File: config.mk
export PLATFORM = sky130hd
export DESIGN_NAME = ov7670_fb_writer
export DESIGN_NICKNAME = d
export VERILOG_FILES = /design/src/rtl/ov7670_pkg.sv /design/src/rtl/ov7670_fb_writer_edge_detect.sv /design/src/rtl/ov7670_fb_writer.sv
export SDC_FILE = /design/constraint.sdc
export NUM_CORES = 1
export LEC_CHECK = 0
export CORE_AREA = 5 5 75 104
export CTS_CLUSTER_DIAMETER = 60
export DETAILED_ROUTE_END_ITERATION = 8
export DIE_AREA = 0 0 80 109
export PLACE_DENSITY_LB_ADDON = 0.15
export SYNTH_ARGS = -nofsm -noshare
export SYNTH_HDL_FRONTEND = slang
export SYNTH_SLANG_ARGS = --single-unit
File: constraint.sdc
create_clock -name clk -period 3.4 [get_ports clk]
set_clock_uncertainty 0.05 [all_clocks]
set_input_delay 0.34 -clock clk [delete_from_list [all_inputs] [get_ports clk]]
set_output_delay 0.34 -clock clk [all_outputs]
set_load 0.005 [all_outputs]
File: src/rtl/ov7670_pkg.sv
// Shared definitions for the OV7670 capture path: FSM states and framebuffer geometry.
package ov7670_pkg;

    typedef enum logic [1:0] {
        IDLE   = 2'd0,
        SYNC   = 2'd1,
        ACTIVE = 2'd2
    } state_t;

    localparam int H_RES_DEF = 320;
    localparam int V_RES_DEF = 240;
    localparam int FB_DEPTH  = H_RES_DEF * V_RES_DEF;

endpackage

File: src/rtl/ov7670_fb_writer_edge_detect.sv
// Registered edge detector: keeps the previous sample and flags rise/fall against it.
module ov7670_fb_writer_edge_detect (
    input  logic clk,
    input  logic reset,
    input  logic sig,
    output logic rise,
    output logic fall
);

    logic sig_d;

    always_ff @(posedge clk or posedge reset) begin
        if (reset) begin
            sig_d <= 1'b0;
        end else begin
            sig_d <= sig;
        end
    end

    assign rise = sig & ~sig_d;
    assign fall = ~sig & sig_d;

endmodule

File: src/rtl/ov7670_fb_writer.sv
// OV7670 byte stream to RGB565 framebuffer writer; frame-aligned, addresses clamped to the buffer.
module ov7670_fb_writer
    import ov7670_pkg::*;
#(
    parameter int H_RES  = H_RES_DEF,
    parameter int V_RES  = V_RES_DEF,
    parameter int ADDR_W = 17
) (
    input  logic              clk,
    input  logic              reset,
    input  logic              capture_en,
    input  logic              vsync,
    input  logic              href,
    input  logic [7:0]        data,
    output logic              we,
    output logic [ADDR_W-1:0] wAddr,
    output logic [15:0]       wData,
    output logic              frame_done,
    output logic              busy
);

    localparam int XW = $clog2(H_RES + 1);
    localparam int YW = $clog2(V_RES + 1);
    localparam logic [XW-1:0]     X_MAX     = XW'(H_RES);
    localparam logic [YW-1:0]     Y_MAX     = YW'(V_RES);
    localparam logic [ADDR_W-1:0] LINE_STEP = ADDR_W'(H_RES);

    state_t state, state_next;

    logic              vsync_rise, vsync_fall;
    logic              href_rise, href_fall;
    logic              start_frame, frame_end;
    logic [XW-1:0]     x;
    logic [YW-1:0]     y;
    logic [ADDR_W-1:0] line_base;
    logic              phase;
    logic [7:0]        hi_byte;
    logic              cur_phase, byte_ok, in_window;

    ov7670_fb_writer_edge_detect u_vsync_edge (
        .clk   (clk),
        .reset (reset),
        .sig   (vsync),
        .rise  (vsync_rise),
        .fall  (vsync_fall)
    );

    ov7670_fb_writer_edge_detect u_href_edge (
        .clk   (clk),
        .reset (reset),
        .sig   (href),
        .rise  (href_rise),
        .fall  (href_fall)
    );

    always_ff @(posedge clk or posedge reset) begin
        if (reset) begin
            state <= IDLE;
        end else begin
            state <= state_next;
        end
    end

    always_comb begin
        state_next  = state;
        start_frame = 1'b0;
        frame_end   = 1'b0;
        case (state)
            IDLE: begin
                if (vsync_rise && capture_en) state_next = SYNC;
            end
            SYNC: begin
                if (vsync_fall) begin
                    state_next  = ACTIVE;
                    start_frame = 1'b1;
                end
            end
            ACTIVE: begin
                if (vsync_rise) begin
                    frame_end  = 1'b1;
                    state_next = capture_en ? SYNC : IDLE;
                end
            end
            default: state_next = IDLE;
        endcase
    end

    // A byte arriving on the first href cycle of a line is always a high byte.
    assign cur_phase = phase & ~href_rise;
    assign byte_ok   = (state == ACTIVE) && href && !vsync_rise;
    assign in_window = (x < X_MAX) && (y < Y_MAX);
    assign busy      = (state == ACTIVE);

    always_ff @(posedge clk or posedge reset) begin
        if (reset) begin
            we         <= 1'b0;
            wAddr      <= '0;
            wData      <= '0;
            frame_done <= 1'b0;
            x          <= '0;
            y          <= '0;
            line_base  <= '0;
            phase      <= 1'b0;
            hi_byte    <= '0;
        end else begin
            we         <= 1'b0;
            frame_done <= frame_end;
            if (start_frame) begin
                x         <= '0;
                y         <= '0;
                line_base <= '0;
                wAddr     <= '0;
                phase     <= 1'b0;
            end else if ((state == ACTIVE) && !vsync_rise) begin
                if (href_fall) begin
                    x     <= '0;
                    phase <= 1'b0;
                    if (y < Y_MAX) begin
                        y         <= y + 1'b1;
                        line_base <= line_base + LINE_STEP;
                    end
                end else if (byte_ok) begin
                    if (!cur_phase) begin
                        hi_byte <= data;
                        phase   <= 1'b1;
                    end else begin
                        phase <= 1'b0;
                        // x stops at H_RES so an overlong line can never wrap back into range.
                        if (in_window) begin
                            we    <= 1'b1;
                            wData <= {hi_byte, data};
                            wAddr <= line_base + ADDR_W'(x);
                            x     <= x + 1'b1;
                        end
                    end
                end
            end
        end
    end

endmodule

==> qor.yml, run 1 <==
mappedNetlistNets: 354
cell_pwr_density_mw_per_mm2: 576
hold_path_class: "in -> async"
core_region_area_mm2: 0.00685
max_slew_headroom_pct: 28.1
clock_sink_count: 76
tightestPinTransition_ns: 1.08
synth.most_common_cell: "dfrtp_1"
firstDrtPassIters: 4
finalSetupViolCount: 0
rsz0062_at_grt: "no"
fin_tns_setup_ns: 0
synth.largest_area_cell: "dfrtp_1"
area_growth_syn_to_layout_pct: 21.4
detail_route.wl_per_cell_um: 16.8
cts.repair.resized: 0
synth_enable_flop_cells: 0
maximum_frequency_from_static_timing_analysis_ghz: 0.434
crit_arrival_ns: 2.52
critical-path-max-stage-delay_ns: 0.85
critical_path.slowest_cell: "a41oi_2"
yosysTopAreaCellShare_pct: 52.8
route.layer.met1.wl_um: 3390
via_count_of_the_first_global_routing_pass: 2830
drtAntennaViolNets: 0
most_used_dff_post_synth: "dfrtp_1"
fill_cells: 560
die_x_um: 80
wl_met2_um: 4220
post_cts_buffers: 0
netlist_top_cells_area: "dfrtp_1 53%, mux2_2 7.5%, o21ai_0 3.9%, nand2_1 3.4%, a21oi_1 2.8%"
via_count: 2808
grt_antenna_before_repair: 0
synth.cells.most_frequent: "76 x dfrtp_1, 33 x nand2_1, 28 x o21ai_0"
dieArea_mm2: 0.00872
top_layer: "met4"
cts_made_buffers: 9
detailroute.wirelength.met3_um: 369
p_leak_uw: 0.00189
clockRootBuffer: "clkbuf_8"
critical_path_peak_fanout: 29
r2r_start: "y[5]"
timing.final.crit_period_ns: 2.30
die_height_um: 109
clock_tree.buffer_depth: 2
tritoncts_clock_tree: "built"
grt_pass1_wl_um: 13700
clkTransAtPathRegs_ns: 0.08
cts.hold.buffers_added: 0
drv_slew: 0
yosysSeqAreaShare_pct: 52.8
run_status: "finished clean"
seq_area_mm2: 0.00190
std_cell_rows: 36
worst_setup_path_end_kind: "flip-flop"
drive_above_1_share_pct: 14.9
crit_type: "in -> reg"
asyncSetResetFlopFracSynth_pct: 100
startpoint_type: "input port"
place.gp.congestion: 0.843
vdd_drop_max_uv: 425
finalCritPeriodShare_pct: 67.7
dpl.hpwl_um: 5470
critical_path.top_delay_family: "compound AO/OA/AOI/OAI gates"
timing.critical_path.required_ns: 3.62
nets: 403
grt_max_degree: 42
final_number_of_hold_violating_endpoints: 0
cts.htree.levels: 3
post_synth.cell_area_avg_um2: 10.8
multi_input_area_mm2: 0.00157
detailedRoute.firstIterationViolations: 191
totalWireLength_um: 8120
overflow: 0
hold_ws_ns: 0.389
synth-seq-cells: 76
max_cap_viol_count: 0
start_util_pct: 52.6
clock_insertion_delay_worst_skew_ns: 0.35
crit_chain: "clkdlybuf4s50_1 -> and4bb_1 -> a41oi_2 -> buf_4 -> o31ai_1 -> a21oi_1"
io-pin-count: 49
synth_cells: 335
syn-cell-area_mm2: 0.00360
yosys_warnings: 0
route.detailed.drc: 0
io_buffer_count: 48
critPathBufInv: 2
insertedDiodeCount: 0
drt-vias-per-instance: 5.81
worstSetupStartpoint: "vsync"
track_usage_pct: 20.2
synthDistinctLibCells: 47
[cells in the final DEF (no fill, tap or decap), drive strengths merged, types with 4 or more instances in the layout]
master	instances
mux2i	5
o21ai	28
nand2b	4
mux2	24
or3	10
or4	11
a31oi	8
a22oi	4
and3	5
nand4	5
clkbuf	10
nand2	34
clkdlybuf4s50	48
o31ai	11
inv	8
nor2	9
a21oi	21
dfrtp	76
nand3	20
ha	6
buf	7
[sequential cells by signal, summed over array words and instances (netlist names)]
register            cells
wAddr                  17
wData                  16
line_base              11
x                       9
hi_byte                 8
y                       8
state                   2
frame_done              1
phase                   1
u_href_edge.sig_d       1
u_vsync_edge.sig_d      1
we                      1
[layout make-up]
type                            instances  area share, %
Sequential cell                        76           43.5
Multi-Input combinational cell        234           36.0
Timing Repair Buffer                   55           12.5
Clock buffer                           10           2.92
Tap cell                               95           2.72
Clock inverter                          5           1.77
Inverter                                8          0.686
[per-layer routing]
| layer | GRT usage (%) | vias to the layer above |
|---|---|---|
| met5 | 0 | - |
| met4 | 6.52 | 0 |
| met3 | 4.88 | 11 |
| met2 | 34.1 | 63 |
| met1 | 25.3 | 1396 |
| li1 | - | 1338 |
[power breakdown]
part | leakage (uW) | total [uW] | internal [uW] | switching (uW)
Clock | 0.000102 | 732 | 407 | 325
Combinational | 0.000765 | 562 | 310 | 252
Sequential | 0.00103 | 1230 | 1080 | 151
Total | 0.00189 | 2520 | 1790 | 728
[logic make-up (layout without fill, tap and decap cells)]
logic type / count (synthesis) / after routing / share of synthesized area, %
simple gates: 108 / 108 / 16.4
compound gates: 85 / 85 / 14.8
flops: 76 / 76 / 52.8
mux: 29 / 29 / 8.89
buf+inv: 25 / 78 / 3.58
fa+ha+maj: 6 / 6 / 2.08
xor+xnor: 6 / 6 / 1.46
[metrics by stage]
| stage | std cells | worst slack, ns | cell area (um^2) | utilization [%] | total power [uW] |
|---|---|---|---|---|---|
| floorplan | 335 | 1.07 | 3600 | - | 1540 |
| global placement | 468 | 0.806 | 4170 | 60.9 | 1780 |
| detailed placement | 468 | 0.761 | 4170 | 60.9 | 1810 |
| CTS | 483 | 1.11 | 4380 | 63.9 | 2540 |
| global route | 483 | 0.851 | 4380 | 63.9 | 2670 |
| finish | 483 | 1.10 | 4380 | 63.9 | 2520 |
[final timing paths]
| path | cells past startpoint | slack (ns) | endpoint |
|---|---|---|---|
| worst min register to register | 1 | 0.45 | y[7] |
| max in group asynchronous | 3 | 2.24 | u_vsync_edge.sig_d |
| worst max register to register | 5 | 1.12 | line_base[12] |
| worst max-delay path | 6 | 1.10 | line_base[12] |
| min in group clk | 1 | 0.45 | y[7] |
| worst min-delay path | 2 | 0.39 | wData[14] |
Power figures use the tool's default switching activity.
==> run 2: changes to the inputs <==
clock period = 2.3 ns   (was 3.4 ns; I/O delays follow)
==> run 2 against run 1 <==
Worst hold slack got worse by 0.19 ns. Critical path depth did not move. Count of clock-buffer cells in the layout rose by 2.
==> qor.yml, run 2 (synthesized netlist as in run 1, its figures left out) <==
largest_register_ff_count: 17  # unchanged
top_regs: "wAddr: 17 flops, wData: 16 flops, line_base: 11 flops"  # unchanged
die_height_um: 109  # unchanged
largest_register: "wAddr"  # unchanged
final_number_of_hold_violating_endpoints: 0  # unchanged
top_library_cells_by_usage_in_the_layout_fill_and_taps_aside: "76 x dfrtp_1, 48 x clkdlybuf4s50_1, 33 x nand2_1"  # unchanged
via_count_of_the_first_global_routing_pass: 2765  # was 2830
clkTransAtPathRegs_ns: 0.08  # about the same
crit_arrival_ns: 2.23  # was 2.52 ns
fin_cells: 492  # was 483
totalWireLength_um: 7890  # was 8120 um
fill_cells: 587  # was 560
max_slew_headroom_pct: 64.5  # was 28.1%
track_usage_pct: 19.4  # was 20.2%
grt_max_degree: 51  # was 42
worst_setup_path_end_kind: "flip-flop"  # unchanged
rsz0062_at_grt: "no"  # unchanged
overflow: 0  # unchanged
crit_type: "reg -> reg"  # was in -> reg
dieArea_mm2: 0.00872  # unchanged
drive_above_1_share_pct: 16.4  # was 14.9%
groute.layer.met2.usage_pct: 31.0  # was 34.1%
run_status: "finished clean"  # unchanged
core_region_area_mm2: 0.00685  # unchanged
finalInstanceArea_mm2: 0.00448  # was 0.00438 mm^2
cts.htree.levels: 3  # unchanged
detailedRoute.firstIterationViolations: 206  # was 191
setup_ws_ns: 0.285  # was 1.10 ns
tritoncts_clock_tree: "built"  # unchanged
finalSetupViolCount: 0  # unchanged
clock_sink_count: 76  # unchanged
critical_path_peak_fanout: 19  # was 29
clock_tree.buffer_depth: 2  # unchanged
detailed_place.area_mm2: 0.00427  # was 0.00417 mm^2
max_cap_viol_count: 0  # unchanged
cts.repair.resized: 0  # unchanged
use_met1_pct: 24.6  # was 25.3%
clock_insertion_delay_worst_skew_ns: 0.35  # about the same
grt_pass1_wl_um: 13100  # was 13700 um
std_cell_rows: 36  # unchanged
startpoint_type: "flip-flop"  # was input port
io_buffer_count: 48  # unchanged
clockRootBuffer: "clkbuf_8"  # unchanged
die_x_um: 80  # unchanged
drt-vias-per-instance: 5.68  # was 5.81
finalCritPeriodShare_pct: 87.6
nets: 411  # was 403
post_cts_buffers: 0  # unchanged
timing.critical_path.required_ns: 2.52  # was 3.62 ns
timing.final.crit_period_ns: 2.01
place.gp.congestion: 0.851  # was 0.843
dpl.hpwl_um: 5670  # was 5470 um
start_util_pct: 52.6  # unchanged
cts.hold.buffers_added: 0  # unchanged
grt_antenna_before_repair: 0  # unchanged
firstDrtPassIters: 4  # unchanged
route.detailed.drc: 0  # unchanged
maximum_frequency_from_static_timing_analysis_ghz: 0.496
drtAntennaViolNets: 0  # unchanged
insertedDiodeCount: 0  # unchanged
p_leak_uw: 0.00195  # was 0.00189 uW
hold_path_class: "in -> async"  # unchanged
vdd_drop_max_uv: 598  # was 425 uV
area_growth_syn_to_layout_pct: 24.2  # was 21.4%
cell_pwr_density_mw_per_mm2: 836  # was 576 mW/mm^2
layout_commonest_cell: "dfrtp_1"  # unchanged
io-pin-count: 49  # unchanged
gr-max-usage-layer: "met2"  # unchanged
drv_slew: 0  # unchanged
fin_tns_setup_ns: 0  # unchanged
cts_made_buffers: 9  # unchanged
tightestPinTransition_ns: 0.527  # was 1.08 ns
detail_route.wl_per_cell_um: 16.0  # was 16.8 um
via_count: 2793  # was 2808
gr-usage-met3_pct: 4.46  # was 4.88%
placed_cells_incl_taps: 476  # was 468
place_worst_setup_slack_ns: 0.131  # was 0.761 ns
-- run 2: cell count changes in the layout (fill, tap and decap cells not counted), sizes merged --
cell	before	now
buf	7	15
clkbuf	10	12
clkinvlp	1	0
-- run 2: final cells by class --
class	instances	area (um^2)	share of cell area, %
Clock buffer	12	135	3.02
Multi-Input combinational cell	234	1570	35.2
Timing Repair Buffer	63	643	14.4
Sequential cell	76	1900	42.5
Inverter	8	30.0	0.671
Tap cell	95	119	2.66
Clock inverter	4	73.8	1.65
-- run 2: worst paths after layout --
check                                    endpoint  slack, ns  depth (start not counted)  start
worst max-delay path                     wAddr[9]       0.29                          6   x[6]
worst min-delay path                line_base[13]       0.20                          3  reset
worst max register to register           wAddr[9]       0.29                          6   x[6]
worst min register to register               y[7]       0.45                          1   y[7]
max in group asynchronous       u_href_edge.sig_d       1.73                          3  reset
min in group clk                u_href_edge.sig_d       0.39                          1   href
-- run 2: metal layers --
layer	vias up	share of wire (%)
li1	1357	-
met4	0	2.2
met1	1355	43
met5	-	0
met3	14	4.8
met2	67	50
-- run 2: power by group --
part	switching, uW	total, uW	internal [uW]	leakage (uW)
clock network	470	1080	613	0.000105
logic	369	843	474	0.000820
registers	225	1810	1590	0.00103
total	1060	3740	2680	0.00195
-- run 2: through the flow --
| step | power [uW] | utilization, % | hold slack [ns] |
|---|---|---|---|
| after floorplan | 2280 | - | 0.211 |
| after global placement | 2650 | 62.3 | 0.427 |
| after detailed placement | 2690 | 62.3 | 0.437 |
| after CTS | 3780 | 65.4 | 0.189 |
| after global routing | 3970 | 65.4 | 0.208 |
| final | 3740 | 65.4 | 0.204 |
-- run 2: worst max-delay path, cell delays in order, from the launching register on --
cell	delay, ns
dfrtp_1	0.46
o21ai_0	0.32
and3_1	0.29
nand2_4	0.07
inv_2	0.31
buf_4	0.23
mux2i_1	0.19
